`src/rtl/npn4_canon.sv`:
```
// npn4_canon: sequential NPN canonicalizer for 4-input Boolean functions.
//
// Accepts a 16-bit truth table f and scans all 384 (permutation, input-mask)
// candidates, one per cycle. Both output polarities are evaluated together.
// The block returns the smallest NPN-equivalent truth table g and the
// transform (p, m, o) that produces it:
//     g(x) = o ^ f(y),   y_i = x_{pi(i)} ^ m_i
// The first minimum in scan order is kept, so the reported transform is
// deterministic.
//
// Ports:
//   clk, rst_n          clock (rising edge), asynchronous active-low reset
//   in_valid/in_ready   input handshake; in_ready is high only in IDLE
//   in_tt[15:0]         function f, bit k = f(x) with k = x0+2x1+4x2+8x3
//   out_valid/out_ready result handshake; the result is held while in DONE
//   out_tt[15:0]        canonical truth table g
//   out_perm[4:0]       permutation index 0..23 (lexicographic order)
//   out_mask[3:0]       input negation mask m
//   out_oneg            output negation o
//
// Parameter EARLY_EXIT: when 1, the scan stops as soon as the best candidate
// is 16'h0000. Nothing can beat zero, and the first zero is already the
// retained minimum.

module npn4_canon #(
    parameter logic EARLY_EXIT = 1'b0
) (
    input  logic        clk,
    input  logic        rst_n,
    input  logic        in_valid,
    output logic        in_ready,
    input  logic [15:0] in_tt,
    output logic        out_valid,
    input  logic        out_ready,
    output logic [15:0] out_tt,
    output logic [4:0]  out_perm,
    output logic [3:0]  out_mask,
    output logic        out_oneg
);

    typedef enum logic [1:0] {
        IDLE = 2'd0,
        SCAN = 2'd1,
        DONE = 2'd2
    } state_t;

    localparam logic [8:0] LAST_CNT = 9'd383;

    state_t      state;
    state_t      state_nxt;

    logic [15:0] f_reg;
    logic [8:0]  cnt;
    logic [15:0] best_tt;
    logic [4:0]  best_perm;
    logic [3:0]  best_mask;
    logic        best_oneg;

    logic [4:0]  cur_perm;
    logic [3:0]  cur_mask;
    logic [7:0]  pmap;
    logic [15:0] g0;
    logic [15:0] g1;
    logic [15:0] cand_tt;
    logic        cand_oneg;
    logic        take;
    logic [15:0] post_best;
    logic        scan_end;
    logic        accept;

    // Pack a permutation tuple (pi0,pi1,pi2,pi3) so that pi(i) sits in
    // bits [2i+1:2i].
    function automatic logic [7:0] pk(input logic [1:0] a, input logic [1:0] b,
                                      input logic [1:0] c, input logic [1:0] d);
        return {d, c, b, a};
    endfunction

    // Permutation index -> tuple, lexicographic order of (pi0,pi1,pi2,pi3).
    function automatic logic [7:0] perm_map(input logic [4:0] p);
        logic [7:0] r;
        case (p)
            5'd0:    r = pk(2'd0, 2'd1, 2'd2, 2'd3);
            5'd1:    r = pk(2'd0, 2'd1, 2'd3, 2'd2);
            5'd2:    r = pk(2'd0, 2'd2, 2'd1, 2'd3);
            5'd3:    r = pk(2'd0, 2'd2, 2'd3, 2'd1);
            5'd4:    r = pk(2'd0, 2'd3, 2'd1, 2'd2);
            5'd5:    r = pk(2'd0, 2'd3, 2'd2, 2'd1);
            5'd6:    r = pk(2'd1, 2'd0, 2'd2, 2'd3);
            5'd7:    r = pk(2'd1, 2'd0, 2'd3, 2'd2);
            5'd8:    r = pk(2'd1, 2'd2, 2'd0, 2'd3);
            5'd9:    r = pk(2'd1, 2'd2, 2'd3, 2'd0);
            5'd10:   r = pk(2'd1, 2'd3, 2'd0, 2'd2);
            5'd11:   r = pk(2'd1, 2'd3, 2'd2, 2'd0);
            5'd12:   r = pk(2'd2, 2'd0, 2'd1, 2'd3);
            5'd13:   r = pk(2'd2, 2'd0, 2'd3, 2'd1);
            5'd14:   r = pk(2'd2, 2'd1, 2'd0, 2'd3);
            5'd15:   r = pk(2'd2, 2'd1, 2'd3, 2'd0);
            5'd16:   r = pk(2'd2, 2'd3, 2'd0, 2'd1);
            5'd17:   r = pk(2'd2, 2'd3, 2'd1, 2'd0);
            5'd18:   r = pk(2'd3, 2'd0, 2'd1, 2'd2);
            5'd19:   r = pk(2'd3, 2'd0, 2'd2, 2'd1);
            5'd20:   r = pk(2'd3, 2'd1, 2'd0, 2'd2);
            5'd21:   r = pk(2'd3, 2'd1, 2'd2, 2'd0);
            5'd22:   r = pk(2'd3, 2'd2, 2'd0, 2'd1);
            5'd23:   r = pk(2'd3, 2'd2, 2'd1, 2'd0);
            default: r = pk(2'd0, 2'd1, 2'd2, 2'd3);
        endcase
        return r;
    endfunction

    // g0[k] = f[j], where j_i = k_{pi(i)} ^ m_i  (output polarity o = 0).
    function automatic logic [15:0] npn_apply(input logic [15:0] f,
                                              input logic [7:0]  pm,
                                              input logic [3:0]  m);
        logic [15:0] g;
        logic [3:0]  kb;
        logic [3:0]  j;
        g = '0;
        for (int k = 0; k < 16; k++) begin
            kb = 4'(k);
            j  = '0;
            for (int i = 0; i < 4; i++) begin
                j[i] = kb[pm[2*i +: 2]] ^ m[i];
            end
            g[k] = f[j];
        end
        return g;
    endfunction

    // ---------------------------------------------------------------- datapath
    assign cur_perm = cnt[8:4];
    assign cur_mask = cnt[3:0];
    assign pmap     = perm_map(cur_perm);
    assign g0       = npn_apply(f_reg, pmap, cur_mask);
    assign g1       = ~g0;

    // g0 and g1 are complements, so they can never tie.
    assign cand_oneg = (g1 < g0);
    assign cand_tt   = cand_oneg ? g1 : g0;

    // The first candidate seeds the best register. After that, only a strictly
    // smaller candidate replaces it, so the earliest minimum is kept.
    assign take      = (cnt == 9'd0) || (cand_tt < best_tt);
    assign post_best = take ? cand_tt : best_tt;

    assign scan_end  = (cnt == LAST_CNT) ||
                       ((EARLY_EXIT == 1'b1) && (post_best == 16'h0000));

    assign accept    = (state == IDLE) && in_valid;

    // --------------------------------------------------------------------- FSM
    always_ff @(posedge clk or negedge rst_n) begin
        if (!rst_n) begin
            state <= IDLE;
        end else begin
            state <= state_nxt;
        end
    end

    always_comb begin
        state_nxt = state;
        in_ready  = 1'b0;
        out_valid = 1'b0;
        case (state)
            IDLE: begin
                in_ready = 1'b1;
                if (in_valid) begin
                    state_nxt = SCAN;
                end
            end
            SCAN: begin
                if (scan_end) begin
                    state_nxt = DONE;
                end
            end
            DONE: begin
                out_valid = 1'b1;
                if (out_ready) begin
                    state_nxt = IDLE;
                end
            end
            default: state_nxt = IDLE;
        endcase
    end

    // -------------------------------------------------------- scan registers
    always_ff @(posedge clk or negedge rst_n) begin
        if (!rst_n) begin
            f_reg     <= '0;
            cnt       <= '0;
            best_tt   <= '0;
            best_perm <= '0;
            best_mask <= '0;
            best_oneg <= 1'b0;
        end else begin
            if (accept) begin
                f_reg <= in_tt;
                cnt   <= '0;
            end
            if (state == SCAN) begin
                if (take) begin
                    best_tt   <= cand_tt;
                    best_perm <= cur_perm;
                    best_mask <= cur_mask;
                    best_oneg <= cand_oneg;
                end
                // The counter stops at the final candidate and never wraps.
                if (!scan_end) begin
                    cnt <= cnt + 9'd1;
                end
            end
        end
    end

    // The best registers change only during SCAN, so the outputs hold steady
    // for the whole DONE state.
    assign out_tt   = best_tt;
    assign out_perm = best_perm;
    assign out_mask = best_mask;
    assign out_oneg = best_oneg;

endmodule

```
`config.mk`:
```
export PLATFORM = sky130hd
export DESIGN_NAME = npn4_canon
export DESIGN_NICKNAME = d
export VERILOG_FILES = /design/src/rtl/npn4_canon.sv
export SDC_FILE = /design/constraint.sdc
export NUM_CORES = 1
export LEC_CHECK = 0
export CAP_MARGIN = 20
export CORE_MARGIN = 5
export CORE_UTILIZATION = 40
export CTS_BUF_LIST = sky130_fd_sc_hd__clkbuf_8
export DETAILED_ROUTE_END_ITERATION = 12
export GPL_TIMING_DRIVEN = 0
export PLACE_DENSITY = 0.63
export REMOVE_ABC_BUFFERS = 1
export SLEW_MARGIN = 10
export SYNTH_ARGS = -nofsm -noshare
export SYNTH_HDL_FRONTEND = slang
export SYNTH_SLANG_ARGS = --single-unit
```
`constraint.sdc`:
```
create_clock -name clk -period 7.01 [get_ports clk]
set_input_delay 1.402 -clock clk [delete_from_list [all_inputs] [get_ports clk]]
set_output_delay 1.402 -clock clk [all_outputs]
set_load 0.03 [all_outputs]
```
==> results.ini <==
[logic_synthesis]
yosysWarnings = 0
synth_cell_types = 54
synth.top_cell.area_share_pct = 21.0
synth_ff_type = dfrtp_1
synth_compound_area_share_pct = 6.78
netlist_area_mm2 = 0.00618
yosysMostFrequentCell = nand2_1
yosysSeqAreaShare_pct = 21.0
synthTopCellsByArea = dfrtp_1 21%, mux4_2 17%, ha_1 9.3%
synth_area_leader_cell = dfrtp_1
async_flop_share_pct = 100
synth-simple-area-share_pct = 8.76
ys_seq_elements = 52
synthAdderAreaFrac_pct = 9.31
synth-edff-count = 0
synth_common_cells = 71 x nand2_1, 52 x dfrtp_1, 49 x mux2i_1
synth_top_family_by_area = multiplexers
syn_inst = 571
synthMuxAreaShare_pct = 38.0
synth-xor-area-share_pct = 10.1
syn_avg_cell_area_um2 = 10.8

[sta]
hold_slack_ns = 0.513
skew_ns = 0.00782
tightestPinTransition_ns = 1.07
layout_setup_ws_ns = 0.503
finalSetupTns_ns = 0
relSlewSlack_pct = 28.3
setup_viol = 0
grt_setup_unrepaired = no
finalCritPeriodShare_pct = 92.8
period_needed_ns = 6.51
slew_violations = 0
hold_viol = 0
clock.fmax_mhz = 154

[worst_setup_path]
cp-end-kind = flop
criticalPathCategory = flop to flop
crit_required_ns = 7.21
start_kind = flop
worstPathMaxFanout = 22
arrival_ns = 6.71

[drt]
antenna_left = 0
finalWirelength_um = 14800
drcViolationCount = 0
wl_met2_um = 6770
vias = 4495
wire_per_inst_um = 19.1
drt-met1-wl_um = 6810
vias_per_cell = 5.81
dr_wl_met3_um = 1010
drt_iter0_drc = 316
dr.pass1.iters = 5
top_layer = met4

[final_layout]
largest_reg_flops = 16
utilization_pct = 44.7
nNetsFinal = 651
drive_above_1_share_pct = 15.7
area_growth_syn_to_layout_pct = 9.83
antenna_cells = 0

[die]
core_mm2 = 0.0152
ios = 48
die_height_um = 134
rows = 45
initial_utilization_pct = 40.7
die_w_um = 134
die_area_mm2 = 0.0180

[clocking]
cts_tree = built
post_cts_buffers = 0
clk_pin_slew_ns = 0.10
cts-resized-gates = 0
htree_levels = 2
cts_hold_buf = 0
cts_root_buf = clkbuf_8
cts_sinks = 52
clk_path_buf_depth = 2
numCtsBuffers = 5
insertion_delay_ns = 0.32

[grt]
grt_max_degree = 37
gr-total-overflow = 0
antenna_found_initial = 0
track_usage_pct = 16.7
grt_pass1_vias = 4578
grt_first_pass_wirelength_um = 24400

[job]
drv_cap = 0

[worst_hold_path]
hold_class = flop to flop

[placed_design]
portBuffers = 46
dp_hpwl_um = 10500
place_ws_ns = 0.465
gp_congestion = 0.822

[status]
status = finished, final reports clean

-- worst max-delay path, cell delays in order, from the launching register on --
cell      delay, ns
dfrtp_1        0.81
inv_1          0.18
ha_1           0.24
o21ai_1        0.22
o31ai_4        0.17
inv_1          0.13
ha_1           0.24
xnor2_1        0.65
mux4_1         0.64
mux2i_1        0.32
mux2i_1        0.15
xor2_1         0.15
o21ai_0        0.29
ha_1           0.31
a21oi_1        0.17
o21ai_0        0.09
a21o_1         0.19
a211oi_1       0.26
o21bai_1       0.11
a41o_1         0.47
buf_8          0.28
mux2_1         0.31
-- through the flow --
step,instances,area (um2)
after floorplan,529,5940
after global placement,763,6640
after detailed placement,765,6680
after CTS,773,6770
after global routing,774,6790
final,774,6790
-- area by class of cell --
| class | instances | area, um2 |
|---|---|---|
| Clock buffer | 5 | 68.8 |
| Clock inverter | 3 | 20.0 |
| Fill cell | 1436 | 8410 |
| Inverter | 33 | 124 |
| Multi-Input combinational cell | 444 | 4530 |
| Sequential cell | 52 | 1300 |
| Tap cell | 188 | 235 |
| Timing Repair Buffer | 49 | 518 |
-- routing by layer --
| layer | up-vias | GRT usage, % |
|---|---|---|
| met4 | 0 | 3.90 |
| li1 | 2108 | - |
| met1 | 2182 | 24.7 |
| met2 | 188 | 26.2 |
| met3 | 17 | 2.29 |
| met5 | - | 0 |
-- placed cells by master (no fill, tap or decap), types with 4 or more instances in the layout --
cell type,instances
a211oi_1,4
a21o_1,4
a21oi_1,12
clkbuf_8,5
clkdlybuf4s50_1,45
dfrtp_1,52
ha_1,46
inv_1,32
mux2_1,7
mux2_2,10
mux2_4,12
mux2i_1,47
mux4_1,15
mux4_2,48
nand2_1,71
nand2b_1,5
nand3_1,6
nand4_1,4
nor2_1,17
nor2b_1,5
nor3_1,7
o21ai_0,24
xnor2_1,35
xor2_1,31
-- kinds of logic after synthesis --
kind of cell | Yosys count
XOR/XNOR | 69
multiplexers | 142
buffers and inverters | 75
AND/OR/NAND/NOR | 123
AO/OA/AOI/OAI | 63
adder cells (fa/ha/maj) | 46
flip-flops | 52
other | 1
-- worst paths after layout --
check                             from     endpoint  cells past startpoint  slack, ns
max                             cnt[6]   out_tt[11]                     21       0.50
min                        out_perm[1]  out_perm[1]                      1       0.51
max reg2reg                     cnt[6]   out_tt[11]                     21       0.50
min reg2reg                out_perm[1]  out_perm[1]                      1       0.51
max in group asynchronous        rst_n    f_reg[10]                      2       5.45
min in group asynchronous        rst_n   out_tt[10]                      1       1.02
Power is left out: the tool's default activity adds up to more than one toggle a clock period on the data nets, which glitch-free logic cannot reach.
